<file path="src/rtl/fb_pkg.sv">
// rtl/fb_pkg.sv - shared framebuffer constants and writer state type
//
// Purpose : resolution defaults, address/offset widths and the pixel-writer
//           FSM state encoding shared by the writer and the scan-out reader.
// Ports   : none (package).
package fb_pkg;

  localparam int H_RES_DEF   = 640;
  localparam int V_RES_DEF   = 480;
  localparam int FB_ADDR_W   = 20;
  localparam int FB_OFFSET_W = 19;
  localparam int FB_COORD_W  = 10;

  typedef enum logic [2:0] {
    IDLE,
    CALC,
    WAIT_GNT,
    SETUP,
    STROBE
  } fb_wr_state_t;

endpackage

</file>
<file path="src/rtl/fb_pixel_writer_if.sv">
// rtl/fb_pixel_writer_if.sv - pixel valid/ready handshake bundle
//
// Purpose : groups the (x, y, color) pixel stream and its handshake.
// Ports   : master drives pix_valid/pix_x/pix_y/pix_color, reads pix_ready;
//           slave is the mirror image (used by fb_pixel_writer).
interface fb_pixel_writer_if
  import fb_pkg::*;
#(
  parameter int COLOR_W = 16
);

  logic                  pix_valid;
  logic                  pix_ready;
  logic [FB_COORD_W-1:0] pix_x;
  logic [FB_COORD_W-1:0] pix_y;
  logic [COLOR_W-1:0]    pix_color;

  modport master (
    output pix_valid, pix_x, pix_y, pix_color,
    input  pix_ready
  );

  modport slave (
    input  pix_valid, pix_x, pix_y, pix_color,
    output pix_ready
  );

endinterface

</file>
<file path="src/rtl/fb_addr_calc.sv">
// rtl/fb_addr_calc.sv - (x, y) to linear framebuffer offset
//
// Purpose : combinational offset = y*H_RES + x plus an on-screen flag.
//           Shared with the scan-out reader.
// Ports   : x, y      in  pixel column / row
//           offset    out 19-bit linear word offset
//           in_range  out 1 when x < H_RES and y < V_RES
module fb_addr_calc
  import fb_pkg::*;
#(
  parameter int H_RES = H_RES_DEF,
  parameter int V_RES = V_RES_DEF
) (
  input  logic [FB_COORD_W-1:0]  x,
  input  logic [FB_COORD_W-1:0]  y,
  output logic [FB_OFFSET_W-1:0] offset,
  output logic                   in_range
);

  // Constant multiplier; for H_RES = 640 this reduces to (y<<9)+(y<<7).
  always_comb begin
    offset   = FB_OFFSET_W'(y) * FB_OFFSET_W'(H_RES) + FB_OFFSET_W'(x);
    in_range = (int'(x) < H_RES) && (int'(y) < V_RES);
  end

endmodule

</file>
<file path="src/rtl/fb_pixel_writer.sv">
// rtl/fb_pixel_writer.sv - pixel sink writing one word per pixel to async SRAM
//
// Purpose : accepts (x, y, color) pixels, drops off-screen ones, arbitrates
//           for the shared SRAM bus and performs a SETUP/STROBE write.
// Ports   : Clk, Reset_n        clock, async active-low reset
//           pix                 pixel handshake (fb_pixel_writer_if.slave)
//           bus_req/bus_grant   shared SRAM bus arbitration
//           SRAM_*              SRAM address, write data, drive enable, strobes
//           cnt_clr             synchronous clear of pix_cnt and drop_cnt
//           pix_cnt, drop_cnt   completed writes (wrapping), drops (saturating)
//           idle                high in IDLE
//           swap_req, back_buf  only with FB_DOUBLE_BUFFER_EN: buffer swap
//                               request and currently selected back buffer
module fb_pixel_writer
  import fb_pkg::*;
#(
  parameter int H_RES   = H_RES_DEF,
  parameter int V_RES   = V_RES_DEF,
  parameter int COLOR_W = 16
) (
  input  logic                 Clk,
  input  logic                 Reset_n,
  fb_pixel_writer_if.slave     pix,
  output logic                 bus_req,
  input  logic                 bus_grant,
  output logic [FB_ADDR_W-1:0] SRAM_ADDR,
  output logic [COLOR_W-1:0]   SRAM_DQ_OUT,
  output logic                 SRAM_DQ_OE,
  output logic                 SRAM_CE_N,
  output logic                 SRAM_WE_N,
  output logic                 SRAM_UB_N,
  output logic                 SRAM_LB_N,
  input  logic                 cnt_clr,
  output logic [18:0]          pix_cnt,
  output logic [7:0]           drop_cnt,
  output logic                 idle
`ifdef FB_DOUBLE_BUFFER_EN
  ,
  input  logic                 swap_req,
  output logic                 back_buf
`endif
);

  fb_wr_state_t state, state_n;

  logic [FB_COORD_W-1:0]  x_q, y_q;
  logic [COLOR_W-1:0]     color_q;
  logic [FB_OFFSET_W-1:0] offset;
  logic                   in_range;
  logic [FB_ADDR_W-1:0]   addr_q;
  logic [COLOR_W-1:0]     data_q;
  logic                   accept;
  logic                   buf_sel;

  assign accept = pix.pix_valid && pix.pix_ready;

  fb_addr_calc #(
    .H_RES (H_RES),
    .V_RES (V_RES)
  ) u_addr_calc (
    .x        (x_q),
    .y        (y_q),
    .offset   (offset),
    .in_range (in_range)
  );

  always_ff @(posedge Clk or negedge Reset_n) begin
    if (!Reset_n) state <= IDLE;
    else          state <= state_n;
  end

  // Strobes are a pure decode of the state register, so an async reset
  // returns WE_N high immediately and abandons any write in flight.
  always_comb begin
    state_n       = state;
    pix.pix_ready = 1'b0;
    idle          = 1'b0;
    bus_req       = 1'b0;
    SRAM_CE_N     = 1'b1;
    SRAM_WE_N     = 1'b1;
    SRAM_UB_N     = 1'b1;
    SRAM_LB_N     = 1'b1;
    SRAM_DQ_OE    = 1'b0;
    case (state)
      IDLE: begin
        pix.pix_ready = 1'b1;
        idle          = 1'b1;
        if (pix.pix_valid) state_n = CALC;
      end
      CALC: begin
        if (!in_range) begin
          state_n = IDLE;
        end else begin
          bus_req = 1'b1;
          state_n = bus_grant ? SETUP : WAIT_GNT;
        end
      end
      WAIT_GNT: begin
        bus_req = 1'b1;
        if (bus_grant) state_n = SETUP;
      end
      SETUP: begin
        bus_req    = 1'b1;
        SRAM_CE_N  = 1'b0;
        SRAM_UB_N  = 1'b0;
        SRAM_LB_N  = 1'b0;
        SRAM_DQ_OE = 1'b1;
        state_n    = STROBE;
      end
      STROBE: begin
        // Accepting here overlaps the next CALC with this write cycle,
        // giving one pixel every three cycles when streaming.
        pix.pix_ready = 1'b1;
        bus_req       = 1'b1;
        SRAM_CE_N     = 1'b0;
        SRAM_WE_N     = 1'b0;
        SRAM_UB_N     = 1'b0;
        SRAM_LB_N     = 1'b0;
        SRAM_DQ_OE    = 1'b1;
        state_n       = pix.pix_valid ? CALC : IDLE;
      end
      default: state_n = IDLE;
    endcase
  end

  // Pixel capture and the SRAM address/data registers. The address and data
  // only change for in-range pixels so the bus holds its last values while
  // idle or while a dropped pixel passes through CALC.
  always_ff @(posedge Clk or negedge Reset_n) begin
    if (!Reset_n) begin
      x_q     <= '0;
      y_q     <= '0;
      color_q <= '0;
      addr_q  <= '0;
      data_q  <= '0;
    end else begin
      if (accept) begin
        x_q     <= pix.pix_x;
        y_q     <= pix.pix_y;
        color_q <= pix.pix_color;
      end
      if (state == CALC && in_range) begin
        addr_q <= {buf_sel, offset};
        data_q <= color_q;
      end
    end
  end

  assign SRAM_ADDR   = addr_q;
  assign SRAM_DQ_OUT = data_q;

  always_ff @(posedge Clk or negedge Reset_n) begin
    if (!Reset_n) begin
      pix_cnt  <= '0;
      drop_cnt <= '0;
    end else if (cnt_clr) begin
      pix_cnt  <= '0;
      drop_cnt <= '0;
    end else begin
      if (state == STROBE) pix_cnt <= pix_cnt + 19'd1;
      if (state == CALC && !in_range && drop_cnt != 8'hFF)
        drop_cnt <= drop_cnt + 8'd1;
    end
  end

`ifdef FB_DOUBLE_BUFFER_EN
  logic swap_pend;

  // The swap is deferred to IDLE or STROBE so a pixel already past CALC
  // finishes in the buffer it captured. A request arriving on the apply
  // edge stays pending for the next opportunity.
  always_ff @(posedge Clk or negedge Reset_n) begin
    if (!Reset_n) begin
      back_buf  <= 1'b0;
      swap_pend <= 1'b0;
    end else if (swap_pend && (state == IDLE || state == STROBE)) begin
      back_buf  <= ~back_buf;
      swap_pend <= swap_req;
    end else if (swap_req) begin
      swap_pend <= 1'b1;
    end
  end

  assign buf_sel = back_buf;
`else
  assign buf_sel = 1'b0;
`endif

endmodule

</file>
<file path="src/flat_wrapper.sv">
// flat-port wrapper written by rule: the top's interface ports become plain ports
module fb_pixel_writer_flat import fb_pkg::*;
#(
  parameter int H_RES   = H_RES_DEF,
  parameter int V_RES   = V_RES_DEF,
  parameter int COLOR_W = 16
)
  (Clk, Reset_n, bus_req, bus_grant, SRAM_ADDR, SRAM_DQ_OUT, SRAM_DQ_OE, SRAM_CE_N, SRAM_WE_N, SRAM_UB_N, SRAM_LB_N, cnt_clr, pix_cnt, drop_cnt, idle, pix_pix_valid, pix_pix_x, pix_pix_y, pix_pix_color, pix_pix_ready);
  fb_pixel_writer_if #(.COLOR_W(COLOR_W)) pix_i ();
  input  logic Clk;
  input  logic Reset_n;
  output logic bus_req;
  input  logic bus_grant;
  output logic [FB_ADDR_W-1:0] SRAM_ADDR;
  output logic [COLOR_W-1:0] SRAM_DQ_OUT;
  output logic SRAM_DQ_OE;
  output logic SRAM_CE_N;
  output logic SRAM_WE_N;
  output logic SRAM_UB_N;
  output logic SRAM_LB_N;
  input  logic cnt_clr;
  output logic [18:0] pix_cnt;
  output logic [7:0] drop_cnt;
  output logic idle;
  input wire logic [$bits(pix_i.pix_valid)-1:0] pix_pix_valid;
  input wire logic [$bits(pix_i.pix_x)-1:0] pix_pix_x;
  input wire logic [$bits(pix_i.pix_y)-1:0] pix_pix_y;
  input wire logic [$bits(pix_i.pix_color)-1:0] pix_pix_color;
  output wire logic [$bits(pix_i.pix_ready)-1:0] pix_pix_ready;
  assign pix_i.pix_valid = pix_pix_valid;
  assign pix_i.pix_x = pix_pix_x;
  assign pix_i.pix_y = pix_pix_y;
  assign pix_i.pix_color = pix_pix_color;
  assign pix_pix_ready = pix_i.pix_ready;
  fb_pixel_writer #(.H_RES(H_RES), .V_RES(V_RES), .COLOR_W(COLOR_W)) u_core (.Clk(Clk), .Reset_n(Reset_n), .pix(pix_i), .bus_req(bus_req), .bus_grant(bus_grant), .SRAM_ADDR(SRAM_ADDR), .SRAM_DQ_OUT(SRAM_DQ_OUT), .SRAM_DQ_OE(SRAM_DQ_OE), .SRAM_CE_N(SRAM_CE_N), .SRAM_WE_N(SRAM_WE_N), .SRAM_UB_N(SRAM_UB_N), .SRAM_LB_N(SRAM_LB_N), .cnt_clr(cnt_clr), .pix_cnt(pix_cnt), .drop_cnt(drop_cnt), .idle(idle));
endmodule
</file>
<file path="config.mk">
export PLATFORM = sky130hd
export DESIGN_NAME = fb_pixel_writer_flat
export DESIGN_NICKNAME = d
export VERILOG_FILES = /design/src/rtl/fb_pkg.sv /design/src/rtl/fb_pixel_writer_if.sv /design/src/rtl/fb_addr_calc.sv /design/src/rtl/fb_pixel_writer.sv /design/src/flat_wrapper.sv
export SDC_FILE = /design/constraint.sdc
export NUM_CORES = 1
export LEC_CHECK = 0
export CORE_MARGIN = 1
export CORE_UTILIZATION = 51
export CTS_CLUSTER_SIZE = 25
export DETAILED_ROUTE_END_ITERATION = 12
export PLACE_DENSITY_LB_ADDON = 0.05
export SYNTH_ARGS = -nofsm -noshare
export SYNTH_HDL_FRONTEND = slang
export SYNTH_HIERARCHICAL = 1
export SYNTH_SLANG_ARGS = --single-unit
</file>
<file path="constraint.sdc">
create_clock -name Clk -period 3.65 [get_ports Clk]
set_input_delay 0.365 -clock Clk [delete_from_list [all_inputs] [get_ports Clk]]
set_output_delay 0.365 -clock Clk [all_outputs]
set_load 0.1 [all_outputs]
</file>
Word-level counts from Yosys, hierarchy flattened
Index checks and enable logic that the tools add are counted.
{"block": "word_totals", "regBits": 101, "latchBits": 0, "ramBits": 0, "mem_bits_ro": 0, "inputBits": 41, "output_inout_bits": 71, "wordCells": 51, "memories": 0}
{"block": "classes", "add_sub_neg": 3, "n_mul": 1, "div_mod_pow": 0, "magnitude_cmp": 2, "n_eq_ne": 7, "shift": 0, "mux": 17, "bitwise": 0, "reduce_logical": 13}
{"operator": "$mux W19", "n": 2}
{"operator": "$add A19 B1 Y19 const B", "n": 1}
{"operator": "$add A19 B10 Y19", "n": 1}
{"operator": "$mux W8", "n": 2}
{"operator": "$pmux W3 S5", "n": 1}
{"operator": "$mul A10 B3 Y12 const B", "n": 1}
{"operator": "$lt A10 B10 Y1 const B", "n": 1}
{"operator": "$lt A10 B9 Y1 const B", "n": 1}
{"operator": "$mux W3", "n": 3}
{"operator": "$add A8 B1 Y8 const B", "n": 1}
{"operator": "$mux W1", "n": 8}
{"operator": "$ne A8 B8 Y1 const B", "n": 1}
{"operator": "$eq A3 B2 Y1 const B", "n": 2}
{"operator": "$logic_and A1 B1 Y1", "n": 5}
{"operator": "$ne A2 B2 Y1 const B", "n": 2}
{"operator": "$reduce_bool A2 Y1", "n": 2}
{"operator": "$reduce_or A2 Y1", "n": 2}
{"operator": "$eq A3 B1 Y1 const B", "n": 1}
{"operator": "$eq A3 B3 Y1 const B", "n": 1}
{"operator": "$logic_not A3 Y1", "n": 1}
{"operator": "$reduce_or A3 Y1", "n": 1}
{"operator": "$pmux W1 S2", "n": 1}
{"operator": "$reduce_and A2 Y1", "n": 1}
{"operator": "$logic_not A1 Y1", "n": 1}

Logic depth before layout (Yosys ltp)
Gate-level depths: netlist of run 1.
{"block": "depth", "depth_word": 7, "depth_mapped": 10, "mapped_depth_nobuf": 10}

Cells and area by module
The synthesis of run 1 kept the hierarchy.
{"module": "fb_pixel_writer", "instances": 1, "cells_each": 323, "area_per_inst_um2": 4214.0, "seq_area_each_um2": 2527.4}
{"module": "fb_addr_calc", "instances": 1, "cells_each": 89, "area_per_inst_um2": 715.7, "seq_area_each_um2": 0.0}

Worst setup path before layout of run 1
Ideal clock, no wire load.
{"block": "synth_path", "path_type": "register to output", "from": "register u_core.state[0]", "to": "output port bus_req", "arrival_time_ns": 2.834, "required_time_ns": 3.285, "slack_ns": 0.451, "path_stages_with_launch": 7, "n_path_buf": 1, "cell_sequence": "dfrtp_1 > buf_2 > and2b_1 > and2_1 > or2_2 > inv_1 > nand2b_1"}
{"block": "synth_via", "elab_chain_cells": 3, "word_cells_on_any_way": 6, "cone_classes": "eq/ne: 4; mux: 1; reduce/logical: 1"}
{"element": "start, declared", "line_no": "fb_pixel_writer.sv:44", "rtl": "fb_wr_state_t state, state_n;"}
{"element": "start signal, assigned", "line_no": "fb_pixel_writer.sv:69", "rtl": "else state <= state_n;"}
{"element": "$eq A3 B2 Y1 / $eq A3 B3 Y1 (equally long branches)", "line_no": "fb_pixel_writer.sv:84", "rtl": "case (state)"}
{"element": "$reduce_or A3 Y1 (no line)"}
{"element": "$pmux W1 S2 (*)", "line_no": "fb_pixel_writer.sv:84"}
{"element": "end, declared", "line_no": "flat_wrapper.sv:12", "rtl": "output logic bus_req;"}
Every way passes the cells marked *; elsewhere a longest branch is shown, timed or not.

Worst setup path in the final report of run 1
{"block": "layout_path", "from": "register u_core.y_q[1]", "to": "register u_core.addr_q[18] (netlist: u_core/SRAM_ADDR[18])"}
{"block": "layout_via", "word_cells_on_any_way": 5, "cone_classes": "add/sub: 1; mul: 1; order compare: 1; reduce/logical: 2"}
{"element": "start, declared", "line_no": "fb_pixel_writer.sv:46", "rtl": "logic [FB_COORD_W-1:0] x_q, y_q;"}
{"element": "start signal, assigned", "line_no": "fb_pixel_writer.sv:139", "rtl": "y_q <= pix.pix_y;"}
{"element": "$mul A10 B3 Y12", "line_no": "fb_addr_calc.sv:22", "rtl": "offset = FB_OFFSET_W'(y) * FB_OFFSET_W'(H_RES) + FB_OFFSET_W'(x);"}
{"element": "$add A19 B10 Y19", "line_no": "fb_addr_calc.sv:22"}
{"element": "named net u_core.offset[18]", "line_no": "fb_pixel_writer.sv:48", "rtl": "logic [FB_OFFSET_W-1:0] offset;"}
{"element": "end signal, assigned", "line_no": "fb_pixel_writer.sv:143", "rtl": "addr_q <= {buf_sel, offset};"}
{"element": "end, declared", "line_no": "fb_pixel_writer.sv:50", "rtl": "logic [FB_ADDR_W-1:0] addr_q;"}
The timed path passes the listed nets, and every way through them passes these cells.
A chain may end at the register's enable or synchronous reset.

==> results.md, run 1 <==
* Slowest CP cell: dfrtp_1
* Max FO, Critical Path at 4
* Largest net degree at the start of global routing at between 80 and 90
* Gr ovfl total at 0
* WL final at ~9400 µm
* WP data arrival at roughly 3100 ps
* CTS tree: built
* Total track usage at about a fifth
* Max Cap Violations at 0
* Vias at around 3,400
* Seq cells post-synth at between 100 and 150
* PostCTS Resize Cnt at 0
* Max Freq at 0.354 GHz
* Synthesized cell area at a little under 0.005 mm²
* Worst path bufs/invs at 0
* Worst R2R Setup Slack at ~830 ps
* Hpwl dp at between 6000 and 7000 µm
* Final Max Slew Viols at 0
* DRT Pass-1 Iters at 4
* Vias in the first global route at about 3,400
* Vias per cell at 5.22
* Die width at between 100 and 150 µm
* Hold Crit Class: in -> async
* Startpoint Class: flip-flop
* Commonest non-fill, non-tap cell in the layout: clkdlybuf4s50_1
* Most frequent cells in the layout: clkdlybuf4s50_1, dfrtp_1, mux2_2
* IO Port Bufs at between 100 and 150
* Global route hottest layer: met2
* Sink Count at ~100
* CP max stage delay at 420 ps
* Syn_nets at about 480
* Area contributors post-synth: dfrtp_1, mux2_2, ha_1
* CTS buffer count at 9
* RSZ-0062 raised after global routing: no
* Routed Antenna Nets at 0
* Iter 0 DRT Violations at 41
* Setup_tns at 0 ps
* Synth warnings at 6
* Drt wl/cell at 14.6 µm
* Setup bufs post-CTS at 0
* Clk_lat worst skew at between 300 and 400 ps
* Cells after Synth at roughly 410
* Chip height at 100 µm
* Clock transition at the registers of the reported paths at roughly 100 ps
* Cell variety after synth at 52
* Final setup vio count at 0
* Synthesis-to-layout area growth at 27.3%
* Total I/O pin count at around 110
* Tmin final at approximately 2800 ps
* Synth area leader: dfrtp_1
* Predominant post-synthesis flop cell: dfrtp_1
* Placed Instances at 630
* Met1 usage at about a quarter
* Share of layout cells above drive strength 1 at roughly 21%
* # DRC at 0
* Status: complete, no violations
* Critical path, cell by cell: ha_1, ha_1, fa_1, a21o_2, a21oi_1, xnor2_1, and3_1, nand4_1, xnor2_1, mux2_2
* Required @ worst endpoint at about 3900 ps
* Clock skew at approximately 11 ps
* Clock tree buffer depth at 2
* Routability cong. at 0.792
* Total die area at around 0.010 mm²
* Tightest Pin Transition at about 1000 ps
* Met2 Track Usage GR at between 30% and 40%
* Critical path capture point type: flip-flop
* Ant diodes at 0
* Nets at about 580
* Sequential area share after synthesis at around half
* Post-route insts no fill at 646
* Filler cell count at 730
* Relative slew slack at approximately 30%
* Worst path top cell family by delay: adder cells
* Root buffer cell: clkbuf_8
* EDFF count, synth at 0
* Met3 usage at under 10%
* Effective utilization at floorplan at ~53%
* Hold Buf Count CTS at 0
* Share of the synthesized area in the top cell type at between 50% and 60%
* Avg Cell Area, Syn at between 10 and 15 µm²
* Core area at approximately 0.0093 mm²
* Synth async-reset ratio at between 90% and 100%
* Final Hold Vio Count at 0
* First-pass GRT wire length at 16,000 µm
* CTS H-Tree Depth at 3
* Antenna violations before repair at 0
* Num rows at 35
* Final worst path period share at around 77%
* Critical path class: reg -> reg
Yosys cell counts, types with 2 or more instances:
library cell  instances
a21o_1                2
a21oi_1              14
a31oi_1               3
and2_1                2
and3_1                3
and4_1                2
buf_2                 6
buf_4                11
clkbuf_1              7
dfrtp_1             101
fa_1                  2
ha_1                 21
inv_1                13
mux2_1                2
mux2_2               71
nand2_1              16
nand2b_1              4
nand3_1               7
nand4_1               9
nor2_1               31
nor3_1                9
o211ai_1              2
o21ai_0              12
or3_1                 8
or4_1                 2
xnor2_1              17
xor2_1               10
registers in the layout, indices dropped and copies added (netlist names):
register            flops
u_core/SRAM_DQ_OUT     16
u_core/y_q             10
u_core/drop_cnt         8
u_core/color_q         16
u_core/state            3
u_core/pix_cnt         19
u_core/SRAM_ADDR       19
u_core/x_q             10
final timing paths:
kind,startpoint,endpoint,depth (start not counted)
max,u_core/y_q[1],u_core/SRAM_ADDR[18],10
min,Reset_n,u_core/SRAM_ADDR[16],1
max reg2reg,u_core/y_q[1],u_core/SRAM_ADDR[18],10
min reg2reg,u_core/SRAM_ADDR[13],u_core/SRAM_ADDR[13],1
max in group asynchronous,Reset_n,u_core/SRAM_ADDR[2],2
min in group Clk,u_core/SRAM_ADDR[13],u_core/SRAM_ADDR[13],1
area by class of cell:
| cell class | instances | area (µm²) | area share [%] |
|---|---|---|---|
| Clock buffer | 9 | 124 | 1.97 |
| Clock inverter | 7 | 80.1 | 1.28 |
| Inverter | 14 | 55.1 | 0.877 |
| Multi-Input combinational cell | 272 | 2210 | 35.2 |
| Sequential cell | 101 | 2530 | 40.3 |
| Tap cell | 129 | 161 | 2.57 |
| Timing Repair Buffer | 114 | 1120 | 17.8 |
through the flow:
step / setup WS (ps) / hold WS, ps / utilization, % / area [µm²]
after floorplan: 451 / 69.4 / - / 4930
after global placement: 884 / 483 / 65.4 / 6070
after detailed placement: 838 / 493 / 65.4 / 6070
after CTS: 807 / 204 / 67.6 / 6270
after global routing: 686 / 231 / 67.6 / 6270
final: 827 / 149 / 67.6 / 6270
layer usage:
layer | vias up | part of all wire, %
li1 | 1645 | -
met5 | - | 0
met4 | 0 | 0.88
met3 | 9 | 6.6
met1 | 1635 | 46
met2 | 80 | 47
kinds of logic after synthesis:
group	count (synthesis)	synth area share (%)
DFF	101	51.3
and+or+nand+nor	101	10.8
muxes	74	16.9
AOI/OAI and AO/OA	46	6.07
buffers and inverters	39	4.01
xor gates and xnor gates	27	4.80
adders and majority gates	23	6.14
other	1	0.0761
Power of run 1 is left out: the tool's default activity adds up to more than one toggle a clock period on the data nets, which glitch-free logic cannot reach.
==> run 2, diff against run 1 <==
==> constraint.sdc (replaced) <==
create_clock -name Clk -period 2.7 [get_ports Clk]
set_input_delay 0.27 -clock Clk [delete_from_list [all_inputs] [get_ports Clk]]
set_output_delay 0.27 -clock Clk [all_outputs]
set_load 0.1 [all_outputs]
==> run 2 against run 1 <==
Against the previous run: largest cell class unchanged; first-iteration DRC count rose to 2.7 times the previous value; sequential share of layout area shrank 0.60 points; cell count is 2.5% higher.
==> results.md, run 2 (same netlist as run 1, synthesis figures left out) <==
* Core area at 0.00928 mm² (unchanged)
* Iter 0 DRT Violations at 110 (+170%)
* Final WS setup at 88.5 ps (-739 ps)
* Tightest Pin Transition at 590 ps (-447 ps)
* Routability cong. at 0.797 (+0.64%)
* Hold Crit Class: in -> async
* Gr ovfl total at 0 (unchanged)
* Vias per cell at 5.25 (+0.71%)
* Required @ worst endpoint at 2960 ps (-950 ps)
* Clock transition at the registers of the reported paths at 100 ps (about the same)
* Effective utilization at floorplan at 53.1% (unchanged)
* Nets at 592 (+2.8%)
* CTS tree: built
* Max FO, Critical Path at 3 (-1)
* Share of layout cells above drive strength 1 at 37.9% (+17 points)
* Total track usage at 20.2% (-0.13 points)
* Post-route insts no fill at 662 (+2.5%)
* # DRC at 0 (unchanged)
* Hpwl dp at 6940 µm (+2.3%)
* FF-to-FF Start: u_core/y_q[1]
* Final Max Slew Viols at 0 (unchanged)
* Total I/O pin count at 112 (unchanged)
* WP data arrival at 2870 ps (-210 ps)
* Final Hold Vio Count at 0 (unchanged)
* Root buffer cell: clkbuf_8
* Setup_tns at 0 ps (unchanged)
* Num rows at 35 (unchanged)
* DRT Pass-1 Iters at 4 (unchanged)
* Max Cap Violations at 0 (unchanged)
* Post-route cell area at 0.00637 mm² (+1.5%)
* CTS buffer count at 9 (unchanged)
* Clock tree buffer depth at 2 (unchanged)
* DP Worst Slack at -32.0 ps (-870 ps)
* Final worst path period share at 96.7% (+19 points)
* WL final at 9550 µm (+1.1%)
* Routed Antenna Nets at 0 (unchanged)
* Clock skew at 9.70 ps (-1.21 ps)
* Crit. Startpoint: u_core/y_q[1]
* Commonest non-fill, non-tap cell in the layout: dfrtp_1
* Placed cell areas at 0.00603 mm² (-0.64%)
* Chip height at 100 µm (unchanged)
* IO Port Bufs at 110 (unchanged)
* Sink Count at 101 (unchanged)
* Tmin final at 2610 ps (-211 ps)
* Ant diodes at 0 (unchanged)
* Clk_lat worst skew at 360 ps (about the same)
* Final setup vio count at 0 (unchanged)
* First-pass GRT wire length at 15,800 µm (-0.73%)
* Vias at 3,477 (+3.2%)
* Worst reg2reg path depth at 10 (unchanged)
* Status: complete, no violations
* Total die area at 0.0101 mm² (unchanged)
* Placed Instances at 639 (+1.4%)
* Relative slew slack at 60.7% (+31 points)
* Die width at 100 µm (unchanged)
* Startpoint Class: flip-flop
* Antenna violations before repair at 0 (unchanged)
* Synthesis-to-layout area growth at 29.2%
* Critical path capture point type: flip-flop
* Largest net degree at the start of global routing at 57 (-30%)
* Drt wl/cell at 14.4 µm (-1.4%)
* Vias in the first global route at 3,414 (+1.4%)
* CTS H-Tree Depth at 3 (unchanged)
* Critical path class: reg -> reg
* Most frequent cells in the layout: dfrtp_1, buf_4, mux2_2
* Max Freq at 0.383 GHz (+8.1%)
## run 2: final cells by class
type | instances | area [µm²]
clock buffers | 9 | 124
well taps | 129 | 161
multi-input cells | 272 | 2320
fillers | 746 | 2910
repair buffers | 130 | 1110
flip-flops and latches | 101 | 2530
inverters | 14 | 58.8
clock inverters | 7 | 68.8
## run 2: per-stage QoR
| step | hold WS [ps] | utilization [%] |
|---|---|---|
| CTS | 447 | 67.4 |
| global route | 469 | 68.6 |
| detailed placement | 317 | 65.0 |
| global placement | 316 | 65.0 |
| floorplan | -25.6 | - |
| finish | 437 | 68.6 |
## run 2: worst max-delay path, stage by stage (launching register included)
cell     delay [ps]
dfrtp_1         400
ha_1            280
ha_2            210
fa_2            370
a21o_4          240
a21oi_4         170
xnor2_2         140
and3_4          210
nand4_1          90
xnor2_1         140
mux2_2          250
## run 2: timing repair
item | CTS | global route
endpoints found under the setup margin | 2 | 4
pin swaps | 3 | 9
setup buffers | 1 | 5
resized for setup | 4 | 12
hold buffers | 1 | 0
endpoints found under the hold margin | 45 | 0
## run 2: worst paths after layout
kind,slack [ps],endpoint
max,90,u_core/SRAM_ADDR[18]
max in group asynchronous,1560,u_core/SRAM_DQ_OUT[2]
min,440,u_core/SRAM_ADDR[15]
max reg2reg,90,u_core/SRAM_ADDR[18]
min in group Clk,500,u_core/state[0]
min reg2reg,510,u_core/x_q[2]
## run 2: layer usage
| metal | routed length [µm] | share of wire, % | up-vias | track usage (%) |
|---|---|---|---|---|
| met5 | 0 | 0 | - | 0 |
| met4 | 126 | 1.3 | 0 | 7.80 |
| met3 | 510 | 5.3 | 10 | 4.81 |
| met2 | 4800 | 50 | 83 | 33.2 |
| met1 | 4110 | 43 | 1711 | 25.9 |
| li1 | - | - | 1673 | - |
Power of run 2 is left out for the same reason.
==> run 3, diff against run 2 <==
--- a/config.mk
+++ b/config.mk
@@ -9,6 +9,7 @@
 export CORE_UTILIZATION = 51
 export CTS_CLUSTER_SIZE = 25
 export DETAILED_ROUTE_END_ITERATION = 12
+export MAX_ROUTING_LAYER = met4
 export PLACE_DENSITY_LB_ADDON = 0.05
 export SYNTH_ARGS = -nofsm -noshare
 export SYNTH_HDL_FRONTEND = slang
==> run 3 against run 2 <==
Against the previous run: design area is the same; largest cell class unchanged; clock-buffer cell count stayed put; critical path depth did not move; wire length fell by 0.18%; via count barely moved; setup slack is essentially flat; clock skew about the same; register-to-register slack barely moved; core utilization did not move; sequential cell count unchanged.
==> results.md, run 3 (same netlist as run 1, synthesis figures left out) <==
* Status: complete, no violations
* Clock tree buffer depth at 2 (unchanged)
* Vias per cell at 5.25 (about the same)
* Final WS setup at 88.9 ps (+0.391 ps)
* Area of the multi-input gates at 0.00232 mm² (unchanged)
* Filler cell count at 746 (unchanged)
* Relative slew slack at 60.6% (-0.063 points)
* Largest net degree at the start of global routing at 57 (unchanged)
* Clock transition at the registers of the reported paths at 100 ps (about the same)
* Tmin final at 2610 ps (-0.391 ps)
* # DRC at 0 (unchanged)
* Routed Antenna Nets at 0 (unchanged)
* Synthesis-to-layout area growth at 29.2% (unchanged)
* Root buffer cell: clkbuf_8
* Sink Count at 101 (unchanged)
* WP data arrival at 2880 ps (about the same)
* Final worst path period share at 96.7% (about the same)
* Max Freq at 0.383 GHz (about the same)
* Crit path depth at 10 (unchanged)
* Worst reg2reg path depth at 10 (unchanged)
* Commonest non-fill, non-tap cell in the layout: dfrtp_1
* Worst path top cell family by delay: adder cells
* Most frequent cells in the layout: dfrtp_1, buf_4, mux2_2
* Share of layout cells above drive strength 1 at 37.9% (unchanged)
* Max Cap Violations at 0 (unchanged)
* Total track usage at 20.8% (+0.60 points)
* Worst path bufs/invs at 0 (unchanged)
* Clk_lat worst skew at 370 ps (about the same)
* Startpoint Class: flip-flop
* Tightest Pin Transition at 591 ps (+0.940 ps)
* Critical path, cell by cell: ha_1, ha_2, fa_2, a21o_4, a21oi_4, xnor2_2, and3_4, nand4_1, xnor2_1, mux2_2
* Seq. cell area at 0.00253 mm² (unchanged)
* FF-to-FF Start: u_core/y_q[3]
* Critical path class: reg -> reg
* CTS H-Tree Depth at 3 (unchanged)
* Drt wl/cell at 14.4 µm (-0.18%)
* Vias at 3,478 (+0.029%)
* Effective utilization at floorplan at 53.1% (unchanged)
* Gr ovfl total at 0 (unchanged)
* Critical path capture point type: flip-flop
* Total die area at 0.0101 mm² (unchanged)
* Num rows at 35 (unchanged)
* Routability cong. at 0.809 (+1.4%)
* DP Worst Slack at -32.0 ps (unchanged)
* Nets at 592 (unchanged)
* Max FO, Critical Path at 3 (unchanged)
* First-pass GRT wire length at 15,800 µm (about the same)
* CTS buffer count at 9 (unchanged)
* Die width at 100 µm (unchanged)
* Vias in the first global route at 3,411 (-0.088%)
* Final Hold Vio Count at 0 (unchanged)
* Iter 0 DRT Violations at 119 (+8.2%)
* IO Port Bufs at 110 (unchanged)
* Core area at 0.00928 mm² (unchanged)
* Hold Crit Class: in -> async
* Antenna violations before repair at 0 (unchanged)
* CP max stage delay at 390 ps (about the same)
* Final setup vio count at 0 (unchanged)
* WHS at 434 ps (-3.18 ps)
* CTS tree: built
* Ant diodes at 0 (unchanged)
* Final Core Density at 68.6% (unchanged)
* Crit. Startpoint: u_core/y_q[3]
* Clock skew at 10.1 ps (+0.411 ps)
* Final Max Slew Viols at 0 (unchanged)
* WL final at 9530 µm (-0.18%)
* Chip height at 100 µm (unchanged)
* Slowest CP cell: dfrtp_1
* Hpwl dp at 6940 µm (unchanged)
* DRT Pass-1 Iters at 4 (unchanged)
* Total I/O pin count at 112 (unchanged)
* Required @ worst endpoint at 2960 ps (about the same)
==> run 3: cell counts in the layout (fill, tap and decap cells not counted) <==
No cell type changed its count.
==> run 3: routing by layer <==
layer	track usage [%]	up-vias	wire length (µm)	part of all wire, %
met4	7.80	0	164	1.7
met1	26.3	1713	4260	45
met5	-	-	0	0
met2	33.4	74	4720	50
met3	4.04	14	387	4.1
li1	-	1677	-	-
==> run 3: what timing repair did <==
action | in CTS | in global routing
buffers inserted | 1 | 5
pin swaps | 3 | 9
endpoints found under the hold margin | 45 | 0
gates resized for setup | 4 | 12
endpoints found under the setup margin | 2 | 4
hold buffers | 1 | 0
cloned | 0 | 0
==> run 3: through the flow <==
stage,std cells,area (µm²),TNS (ps)
after floorplan,412,4950,0
after global placement,639,6030,0
final,662,6370,0
after global routing,662,6370,-49.4
after CTS,657,6260,0
after detailed placement,639,6030,-36.9
==> run 3: path summary, 6_finish.rpt <==
kind | to | slack, ps
setup / recovery | u_core/SRAM_ADDR[18] | 90
hold / removal | u_core/SRAM_ADDR[15] | 430
setup reg to reg | u_core/SRAM_ADDR[18] | 90
hold reg to reg | u_core/x_q[0] | 510
max in group asynchronous | u_core/SRAM_DQ_OUT[2] | 1570
min in group Clk | u_core/state[0] | 490
==> run 3: cell type report <==
class                   instances  share of cell area [%]
clock buffers                   9                    1.94
repair buffers                130                    17.5
inverters                      14                   0.923
flip-flops and latches        101                    39.7
well taps                     129                    2.53
clock inverters                 7                    1.08
multi-input cells             272                    36.4
Power of run 3 is left out for the same reason.
